--- src/rtl/seq_pkg.sv ---
// seq_pkg: shared definitions for the serial sequence detector.
//   - state_e: controller FSM state encoding
//   - MAXLEN_DEFAULT / CNTW_DEFAULT: default pattern length and counter width
package seq_pkg;

    localparam int unsigned MAXLEN_DEFAULT = 8;
    localparam int unsigned CNTW_DEFAULT   = 8;

    typedef enum logic [1:0] {
        StIdle = 2'b00,
        StLoad = 2'b01,
        StRun  = 2'b10,
        StDone = 2'b11
    } state_e;

endpackage

--- src/rtl/seq_match_core.sv ---
// seq_match_core: bit history, fill counter and pattern compare.
// Ports:
//   clk, Reset   - clock, asynchronous active-low reset
//   clear        - wipe history and fill (start of a run)
//   accept       - w is consumed this cycle
//   w            - serial data bit
//   pat, len     - latched pattern and length (len > MAXLEN is clamped, len 0 never matches)
//   match        - combinational: the bit being accepted completes a match
// Build option: SEQ_DETECT_OVERLAP_EN keeps fill across a match so matches may overlap;
// without it fill restarts at 0 after every match.
module seq_match_core
    import seq_pkg::*;
#(
    parameter int unsigned MAXLEN = MAXLEN_DEFAULT
) (
    input  logic              clk,
    input  logic              Reset,
    input  logic              clear,
    input  logic              accept,
    input  logic              w,
    input  logic [MAXLEN-1:0] pat,
    input  logic [3:0]        len,
    output logic              match
);

    localparam int unsigned FW = $clog2(MAXLEN + 1);

    logic [MAXLEN-1:0] hist_q, hist_d, hist_shift, mask;
    logic [FW-1:0]     fill_q, fill_d, fill_inc;
    int unsigned       len_eff;

    always_comb begin
        len_eff    = (32'(len) > MAXLEN) ? MAXLEN : 32'(len);
        hist_shift = {hist_q[MAXLEN-2:0], w};
        // Fill counts the incoming bit too, saturating at the history depth.
        fill_inc   = (32'(fill_q) >= MAXLEN) ? fill_q : fill_q + FW'(1);
        for (int unsigned i = 0; i < MAXLEN; i++) begin
            mask[i] = (i < len_eff);
        end
        match = accept && (len_eff != 0) && (32'(fill_inc) >= len_eff) &&
                (((hist_shift ^ pat) & mask) == '0);

        hist_d = hist_q;
        fill_d = fill_q;
        if (clear) begin
            hist_d = '0;
            fill_d = '0;
        end else if (accept) begin
            hist_d = hist_shift;
`ifdef SEQ_DETECT_OVERLAP_EN
            fill_d = fill_inc;
`else
            fill_d = match ? '0 : fill_inc;
`endif
        end
    end

    always_ff @(posedge clk or negedge Reset) begin
        if (!Reset) begin
            hist_q <= '0;
            fill_q <= '0;
        end else begin
            hist_q <= hist_d;
            fill_q <= fill_d;
        end
    end

endmodule

--- src/rtl/seq_detect_ctrl.sv ---
// seq_detect_ctrl: run controller for the serial sequence detector.
// Ports:
//   clk, Reset     - clock, asynchronous active-low reset
//   start, abort   - begin a run (IDLE only) / terminate a run (RUN only)
//   pat, len, win  - pattern, pattern length, number of bits per run (latched on start)
//   w, w_valid     - serial data bit and its qualifier
//   busy           - high in LOAD and RUN
//   z              - one-cycle match pulse, the cycle after the accepting edge
//   count          - matches in the current or last run (saturating)
//   done           - one-cycle pulse after normal completion
// Build option: SEQ_DETECT_OVERLAP_EN (see seq_match_core) allows overlapping matches.
module seq_detect_ctrl
    import seq_pkg::*;
#(
    parameter int unsigned MAXLEN = MAXLEN_DEFAULT,
    parameter int unsigned CNTW   = CNTW_DEFAULT
) (
    input  logic              clk,
    input  logic              Reset,
    input  logic              start,
    input  logic              abort,
    input  logic [MAXLEN-1:0] pat,
    input  logic [3:0]        len,
    input  logic [CNTW-1:0]   win,
    input  logic              w,
    input  logic              w_valid,
    output logic              busy,
    output logic              z,
    output logic [CNTW-1:0]   count,
    output logic              done
);

    state_e            state_q, state_d;
    logic [MAXLEN-1:0] pat_q, pat_d;
    logic [3:0]        len_q, len_d;
    logic [CNTW-1:0]   win_q, win_d;
    logic [CNTW-1:0]   remaining_q, remaining_d;
    logic [CNTW-1:0]   count_q, count_d;
    logic              z_q, z_d;
    logic              done_q, done_d;
    logic              busy_q, busy_d;
    logic              accept, clear, match;

    // An aborting cycle discards its bit.
    assign accept = (state_q == StRun) && w_valid && !abort;
    assign clear  = (state_q == StLoad);

    seq_match_core #(
        .MAXLEN(MAXLEN)
    ) u_core (
        .clk   (clk),
        .Reset (Reset),
        .clear (clear),
        .accept(accept),
        .w     (w),
        .pat   (pat_q),
        .len   (len_q),
        .match (match)
    );

    always_comb begin
        state_d     = state_q;
        pat_d       = pat_q;
        len_d       = len_q;
        win_d       = win_q;
        remaining_d = remaining_q;
        count_d     = count_q;
        z_d         = match;
        done_d      = (state_q == StDone);

        unique case (state_q)
            StIdle: begin
                if (start) begin
                    pat_d   = pat;
                    len_d   = len;
                    win_d   = win;
                    state_d = StLoad;
                end
            end
            StLoad: begin
                count_d     = '0;
                remaining_d = win_q;
                state_d     = (win_q == '0) ? StDone : StRun;
            end
            StRun: begin
                if (abort) begin
                    state_d = StIdle;
                end else if (w_valid) begin
                    remaining_d = remaining_q - CNTW'(1);
                    if (match && (count_q != '1)) begin
                        count_d = count_q + CNTW'(1);
                    end
                    if (remaining_q == CNTW'(1)) begin
                        state_d = StDone;
                    end
                end
            end
            StDone: begin
                state_d = StIdle;
            end
            default: begin
                state_d = StIdle;
            end
        endcase

        busy_d = (state_d == StLoad) || (state_d == StRun);
    end

    always_ff @(posedge clk or negedge Reset) begin
        if (!Reset) begin
            state_q     <= StIdle;
            pat_q       <= '0;
            len_q       <= '0;
            win_q       <= '0;
            remaining_q <= '0;
            count_q     <= '0;
            z_q         <= 1'b0;
            done_q      <= 1'b0;
            busy_q      <= 1'b0;
        end else begin
            state_q     <= state_d;
            pat_q       <= pat_d;
            len_q       <= len_d;
            win_q       <= win_d;
            remaining_q <= remaining_d;
            count_q     <= count_d;
            z_q         <= z_d;
            done_q      <= done_d;
            busy_q      <= busy_d;
        end
    end

    assign busy  = busy_q;
    assign z     = z_q;
    assign count = count_q;
    assign done  = done_q;

endmodule

--- config.mk ---
export PLATFORM = sky130hd
export DESIGN_NAME = seq_detect_ctrl
export DESIGN_NICKNAME = d
export VERILOG_FILES = /design/src/rtl/seq_pkg.sv /design/src/rtl/seq_match_core.sv /design/src/rtl/seq_detect_ctrl.sv
export SDC_FILE = /design/constraint.sdc
export NUM_CORES = 1
export LEC_CHECK = 0
export CORE_MARGIN = 3
export CORE_UTILIZATION = 49
export DETAILED_ROUTE_END_ITERATION = 10
export GPL_TIMING_DRIVEN = 1
export HOLD_SLACK_MARGIN = 0.08
export PLACE_DENSITY = 0.75
export SLEW_MARGIN = 20
export SYNTH_ARGS = -nofsm -noshare
export SYNTH_HDL_FRONTEND = slang
export SYNTH_HIERARCHICAL = 1
export SYNTH_SLANG_ARGS = --single-unit
--- constraint.sdc ---
create_clock -name clk -period 2.8 [get_ports clk]
set_input_delay 0.56 -clock clk [delete_from_list [all_inputs] [get_ports clk]]
set_output_delay 0.56 -clock clk [all_outputs]
set_load 0.05 [all_outputs]
==> results.cfg, run 1 <==
[worst_setup_path]
r2r_start = u_core/fill_q[1]
worstPathMaxFanout = 13
r2r.worst_path.cells = 11
worstSetupEndpointType = flip-flop
worstSetupPathType = flip-flop to flip-flop
reg2reg_to = count[2]
reg2reg_slack_ns = 0.15
worst_setup_path_start_kind = flip-flop
cp_data_required_time_ns = 3.05
critical_path_arrival_ns = 2.90

[pwr]
vdd_drop_max_v = 0.000436
total_power_uw = 2880
power-per-cell-area_mw_per_mm2 = 853
leakage_uw = 0.00145

[finish]
syn_to_final_growth_pct = 22.6
final_core_util_pct = 64.1
antenna_cells = 0
fillers = 428
multi_input_area_sq_mm = 0.00136
layout_common_cells = dfrtp_1 (52), clkdlybuf4s50_1 (35), mux2_2 (21)
layout.nets = 330
seq_area_sq_mm = 0.00130
layout_commonest_cell = dfrtp_1
drive_above_1_share_pct = 17.9

[global_routing]
overflow = 0
antenna_found_initial = 0
grt_pass1_vias = 2072
grt_max_degree = 29
grt_pass1_wl_mm = 9.52
grt_use_total_pct = 18.4

[die]
io-pin-count = 37
initial_core_util_pct = 52.3
fp.dieH_um = 81.0
core_sq_mm = 0.00527
fp.dieW_um = 81.0
rows = 26
die_area_sq_mm = 0.00656

[yosys]
synth_fp_nets = 285
async_flop_share_pct = 100
synth_ff_type = dfrtp_1
synth_seq_cells = 52
syn_area_per_cell_sq_um = 11.0
ys_seq_area_share_pct = 47.3
synth_cells = 250
synth-edff-count = 0
synthesis.area_sq_mm = 0.00275
yosysWarnings = 6
synth_cell_types = 56

[sta]
period_needed_ns = 2.65
hold_violations = 0
skew_ns = 0.00772
slew_violations = 0
relSlewSlack_pct = 60.8
max_freq_mhz = 378
period_share_pct = 94.6
setup_viol = 0
fin_setup_tns_ns = 0
worst_pin_slew_ns = 0.587

[routing]
firstDrtPassIters = 4
viasPerCell = 5.61
via_count = 2054
drtIter0Drc = 124
ant_nets = 0
drt-total-wl_mm = 5.39
drc = 0
route.detailed.wl_per_inst_um = 14.7

[job]
maxCapViolations = 0

[cts]
hold_buffers = 0
path_clk_slew_ns = 0.09
tritoncts = done
root_buffer = clkbuf_8
cts_made_buffers = 5
cts_sinks = 52
cts_max_level = 2
clk_latency_ns = 0.31
clock_path_buffers = 2

[place]
io_buffer_count = 36
hpwl_mm = 3.90
gp_congestion = 0.841

[hold_path]
min_path_type = primary input to async pin

[run_status]
status = completed
cell families after synthesis:
family,count (synthesis),share of synthesized area [%]
flops,52,47.3
compound gates,42,12.7
mux,28,11.1
buf+inv,20,3.45
xor+xnor,12,3.82
fa+ha+maj,9,4.09
simple gates,87,17.6
sequential cells by signal, indices dropped and copies added, names as in the netlist:
name	cells
len_q	4
state_q	2
count	8
busy	1
u_core/hist_q	7
pat_q	8
u_core/fill_q	4
remaining_q	8
z	1
done	1
win_q	8
per-layer routing:
layer | wire, um | track usage, %
met2 | 2500 | 29.4
met3 | 239 | 2.88
met5 | 0 | 0
met1 | 2560 | 25.4
met4 | 97 | 6.42
where the power goes:
group	switching (uW)	leakage [uW]	internal (uW)
combinational	522	0.000732	530
sequential	265	0.000653	1000
clock	244	0.0000645	316
worst max-delay path: stages (launching register included):
cell       delay (ns)
dfrtp_1          0.40
inv_1            0.09
ha_1             0.23
mux2_2           0.28
ha_1             0.27
a211o_1          0.11
a21oi_1          0.09
a2111oi_4        0.32
o311ai_4         0.20
buf_6            0.18
or3_1            0.34
nand3_1          0.08
synth_stat cells (all sizes together) (7+ instances only):
cell | n | area, sq um
dfrtp | 52 | 1300
mux2 | 21 | 236
nor2 | 20 | 75.1
nand3 | 15 | 80.1
nor3 | 10 | 50.1
ha | 9 | 113
inv | 9 | 33.8
nand2 | 9 | 33.8
xor2 | 9 | 78.8
buf | 7 | 41.3
mux2i | 7 | 70.1
nand2b | 7 | 43.8
metrics by stage:
step	area, sq um	setup slack, ns	hold slack [ns]	instances
after detailed placement	3230	-0.101	0.514	356
after CTS	3360	0.0137	0.265	364
final	3380	0.153	0.247	366
after floorplan	2750	0.0466	0.264	250
after global routing	3380	-0.00612	0.292	366
after global placement	3230	-0.0630	0.497	356
final cells by class:
type                    instances  area share, %
clock buffers                   7           2.85
multi-input cells             178           40.2
well taps                      70           2.59
repair buffers                 48           13.7
inverters                      10           1.26
clock inverters                 1          0.889
flip-flops and latches         52           38.5
worst max path at each step:
stage,cells past startpoint,to,slack [ns],startpoint
floorplan,11,count[6],0.05,u_core/fill_q[0]
global placement,9,count[2],-0.06,w
detailed placement,9,count[2],-0.10,w
CTS,11,count[2],0.01,u_core/fill_q[1]
global route,11,count[2],-0.006,u_core/fill_q[1]
finish,11,count[2],0.15,u_core/fill_q[1]
repair_timing:
| action | 4_1_cts | 5_1_grt |
|---|---|---|
| endpoints found under the setup margin | 0 | 8 |
| setup buffers | 0 | 2 |
| resized for setup | 0 | 1 |
Power figures use the tool's default switching activity.
==> run 2, diff against run 1 <==
--- a/config.mk
+++ b/config.mk
@@ -6,11 +6,12 @@
 export NUM_CORES = 1
 export LEC_CHECK = 0
 export CORE_MARGIN = 3
-export CORE_UTILIZATION = 49
+export CORE_UTILIZATION = 55
 export DETAILED_ROUTE_END_ITERATION = 10
 export GPL_TIMING_DRIVEN = 1
 export HOLD_SLACK_MARGIN = 0.08
-export PLACE_DENSITY = 0.75
+export PLACE_DENSITY = 0.8
+export SKIP_LAST_GASP = 1
 export SLEW_MARGIN = 20
 export SYNTH_ARGS = -nofsm -noshare
 export SYNTH_HDL_FRONTEND = slang
==> constraint.sdc (replaced) <==
create_clock -name clk -period 2.5 [get_ports clk]
set_input_delay 0.5 -clock clk [delete_from_list [all_inputs] [get_ports clk]]
set_output_delay 0.5 -clock clk [all_outputs]
set_load 0.05 [all_outputs]
==> results.cfg, run 2 (synthesis gave the netlist of run 1 again) <==
[sta]
period_share_pct = 104
hold_violations = 0
slew_violations = 0
fin_ws_ns = -0.0927
max_freq_mhz = 386
relSlewSlack_pct = 57.2
rsz0062_at_grt = yes
period_needed_ns = 2.59
worst_pin_slew_ns = 0.642
setup_viol = 7
skew_ns = 0.00716

[die]
io-pin-count = 37
die_area_sq_mm = 0.00589
fp.dieW_um = 76.8
rows = 25
initial_core_util_pct = 57.5
core_sq_mm = 0.00479
fp.dieH_um = 76.8

[run_status]
status = finished with violations
violations = setup timing

[finish]
antenna_cells = 0
drive_above_1_share_pct = 24.0
fillers = 364
final_core_util_pct = 72.7
layout.nets = 342
layout_commonest_cell = dfrtp_1
layout_common_cells = dfrtp_1 (52), clkdlybuf4s50_1 (35), nor2_1 (20), mux2_2 (20), buf_4 (19)
syn_to_final_growth_pct = 26.3

[global_routing]
grt_pass1_wl_mm = 10.6
antenna_found_initial = 0
grt_use_total_pct = 22.3
grt_pass1_vias = 2211
grt_max_degree = 53
overflow = 0

[place]
dp_slack_ns = -0.286
gp_congestion = 0.828
io_buffer_count = 36
hpwl_mm = 4.28

[worst_setup_path]
crit_top_cell = ha_4
crit_family = compound AO/OA/AOI/OAI gates
worstPathCellList = inv_2 > ha_4 > mux2_4 > ha_4 > a211o_1 > a21oi_2 > a2111oi_4 > o311ai_4 > buf_4 > or3_1 > nand3_1
worstSetupPathType = flip-flop to flip-flop
cp_data_required_time_ns = 2.75
worstSetupEndpointType = flip-flop
critical_path_arrival_ns = 2.84
crit_slowest_cell = dfrtp_1
critPathBufInv = 2
max_stage_delay_ns = 0.41
worst_setup_path_start_kind = flip-flop
worstPathMaxFanout = 7

[hold_path]
min_path_type = primary input to async pin

[routing]
route.detailed.wl_per_inst_um = 15.8
viasPerCell = 5.68
drtIter0Drc = 85
firstDrtPassIters = 4
drc = 0
drt-total-wl_mm = 5.93
ant_nets = 0
via_count = 2130

[pwr]
power-per-cell-area_mw_per_mm2 = 936
vdd_drop_max_v = 0.000656
leakage_uw = 0.00149

[job]
maxCapViolations = 0

[cts]
clk_latency_ns = 0.31
cts_max_level = 2
cts_made_buffers = 5
root_buffer = clkbuf_8
clock_path_buffers = 2
path_clk_slew_ns = 0.10
cts_sinks = 52
tritoncts = done
run 2: area by class of cell:
| type | instances | area, sq um | area share, % |
|---|---|---|---|
| inverter | 10 | 42.5 | 1.22 |
| clock buffer | 5 | 68.8 | 1.98 |
| clock inverter | 3 | 26.3 | 0.756 |
| sequential | 52 | 1300 | 37.4 |
| timing repair buffer | 60 | 548 | 15.8 |
| multi-input combinational | 178 | 1410 | 40.4 |
| tap | 67 | 83.8 | 2.41 |
run 2: metal layers:
metal	wire length, um	track usage [%]	share of wire [%]	up-vias
met3	205	4.81	3.5	4
met1	2590	28.0	44	1055
met5	0	0	0	-
li1	-	-	-	1031
met4	47	6.16	0.79	0
met2	3090	38.6	52	40
run 2: path summary, 6_finish.rpt:
check,from,to,slack [ns],depth (start not counted)
min reg2reg,win_q[4],win_q[4],0.53,1
min in group clk,win_q[4],win_q[4],0.53,1
max reg2reg,u_core/fill_q[1],count[4],-0.09,11
max,u_core/fill_q[1],count[4],-0.09,11
min,Reset,pat_q[5],0.29,2
max in group asynchronous,Reset,count[2],1.78,2
run 2: per-stage QoR:
step | cells | power [uW] | hold slack (ns) | instance area [sq um] | setup TNS [ns]
2_1_floorplan | 250 | 2280 | 0.204 | 2770 | -0.732
3_3_place_gp | 362 | 2680 | 0.494 | 3300 | -1.43
3_5_place_dp | 362 | 2750 | 0.507 | 3300 | -1.94
4_1_cts | 373 | 3270 | 0.307 | 3450 | -0.458
5_1_grt | 375 | 3500 | 0.328 | 3480 | -1.51
6_report | 375 | 3250 | 0.288 | 3480 | -0.475
run 2: timing repair:
| item | in CTS | in global routing |
|---|---|---|
| hold buffers | 0 | 0 |
| resized for setup | 8 | 4 |
| buffers inserted | 2 | 2 |
| pin swaps | 2 | 0 |
| endpoints found under the setup margin | 8 | 8 |
| gates cloned | 1 | 0 |
run 2: report_power, final:
group / switching [uW] / internal [uW]
clock network: 305 / 205
registers: 264 / 1120
logic: 678 / 678
total: 1250 / 2010
==> RTL change: new RTL, settings of run 1 <==
`MAXLEN_DEFAULT`: 8 -> 4.
--- a/src/rtl/seq_pkg.sv
+++ b/src/rtl/seq_pkg.sv
@@ -3,7 +3,7 @@
 //   - MAXLEN_DEFAULT / CNTW_DEFAULT: default pattern length and counter width
 package seq_pkg;
 
-    localparam int unsigned MAXLEN_DEFAULT = 8;
+    localparam int unsigned MAXLEN_DEFAULT = 4;
     localparam int unsigned CNTW_DEFAULT   = 8;
 
     typedef enum logic [1:0] {
Ports: changed (resized pat); port bits go from 37 to 33. The function was not compared with the original's and may differ.
==> RTL change against run 1 <==
  * Total power is 14% lower
  * Critical path depth is 1 lower
  * Design area is 16% lower
  * Area after synthesis is 18% lower
  * Worst setup slack worse by 0.067 ns
  * Sequential cell count is 9 lower
  * Wire length is 12% lower
==> RTL change: results (changes against run 1) <==
* Internal reg-to-reg setup slack at 0.09 ns (was 0.15 ns)
* Placed cell areas at 2690 um^2 (was 3230 um^2)
* Sequential Area at 1080 um^2 (was 1300 um^2)
* Total Routed Length at 4.75 mm (was 5.39 mm)
* Detailed Place HPWL at 3.27 mm (was 3.90 mm)
* Syn. warnings at 6 (unchanged)
* Largest cells by area after synthesis: dfrtp_1 48%, mux2_2 8.5%, ha_1 4.4%, a21oi_1 3.8%, o21ai_0 2.7% (was dfrtp_1 47%, mux2_2 8.6%, ha_1 4.1%, xor2_1 2.9%, nor2_1 2.7%)
* DP Cell Count at 302 (was 356)
* Worst path slowest cell: or4_4 (was dfrtp_1)
* Layout non-clock buf frac at 0.149 (was 0.137)
* Inverters at 7 (was 10)
* Critical path arrival at 2.94 ns (was 2.90 ns)
* Setup crit end: count[7]$_DFFE_PN0P_ (was count[2]$_DFFE_PN0P_)
* Buffers on Ports at 32 (was 36)
* Via density at 5.73 (was 5.61)
* Number of global-route vias before repair at 1686 (was 2072)
* Gr usage total at 0.183 (was 0.184)
* P per Cell Area at 876 nW/um^2 (was 853 nW/um^2)
* Fraction of area in multi-input gates at 0.405 (was 0.402)
* Non-CTS buffers at 46 (was 48)
* Hold Path Class: in -> async (unchanged)
* Syn_nets at 245 (was 285)
* Sequential share of the synthesized area at 0.476 (was 0.473)
* Worst slack at placement at -0.139 ns (was -0.101 ns)
* Max-slew headroom at 0.368 (was 0.608)
* PnR worst setup slack at 0.0853 ns (was 0.153 ns)
* Distinct cells, synth at 48 (was 56)
* Setup Fix Bufs, Post-CTS at 2 (was 0)
* Multi-input gates at 156 (was 178)
* Outcome: finished, final reports clean (unchanged)
* Clock buffers at 8 (was 7)
* Post-route non-filler standard cell count at 312 (was 366)
* DR iter-0 viols at 133 (was 124)
* Synth top cells by count: 43 x dfrtp_1, 17 x a21oi_1, 17 x mux2_2, 14 x nor2_1, 12 x o21ai_0 (was 52 x dfrtp_1, 21 x mux2_2, 20 x nor2_1, 14 x nand3_1, 10 x nor3_1)
* Layout Nets at 289 (was 330)
* # fillers at 356 (was 428)
* Antenna violations before repair at 0 (unchanged)
* Cell count after synthesis at 215 (was 250)
* Largest net degree at the start of global routing at 44 (was 29)
* Worst Reg-to-Reg Cells at 10 (was 11)
* Final clock-cell share at 0.0352 (was 0.0374)
* Clock latency on the worst-skew pair at 0.29 ns (was 0.31 ns)
* Fraction of layout cells with a size suffix above 1 at 0.223 (was 0.179)
* Placer congestion estimate at 0.803 (was 0.841)
* Worst vdd ir at 0.449 mV (was 0.436 mV)
* Utilization after layout at 0.645 (was 0.641)
* Worst Clk Skew at 0.00733 ns (was 0.00772 ns)
* Flip-flop and latch count after synthesis at 43 (was 52)
* Crit Path Max Fanout at 4 (was 13)
* Delay of the slowest critical-path stage at 0.52 ns (was 0.40 ns)
* First-pass GRT wire length at 7.76 mm (was 9.52 mm)
* Final Hold Slack at 0.412 ns (was 0.247 ns)
* CP delay by family, top: simple AND/OR/NAND/NOR gates (was compound AO/OA/AOI/OAI gates)
* Leakage power at 1.25 nW (was 1.45 nW)
==> RTL change: metal layers <==
| metal | GRT usage | part of all wire | vias up |
|---|---|---|---|
| li1 | - | - | 868 |
| met1 | 0.239 | 0.46 | 856 |
| met2 | 0.296 | 0.47 | 54 |
| met3 | 0.0479 | 0.047 | 10 |
| met4 | 0.0543 | 0.017 | 0 |
| met5 | 0 | 0 | - |
==> RTL change: cell families (layout without fill, tap and decap cells) <==
kind of cell	after synthesis	after routing	share of synthesized area
AO/OA/AOI/OAI	51	51	0.142
XOR/XNOR	5	5	0.0194
adder cells (fa/ha/maj)	8	8	0.0443
buffers and inverters	16	61	0.0360
flip-flops	43	43	0.476
multiplexers	21	21	0.102
AND/OR/NAND/NOR	71	71	0.179
==> RTL change: report_power, final <==
part	leakage, nW	switching [mW]	internal [mW]	total, mW
Sequential	0.542	0.209	0.838	1.05
Combinational	0.654	0.513	0.502	1.02
Clock	0.0515	0.204	0.225	0.429
Total	1.25	0.927	1.56	2.49
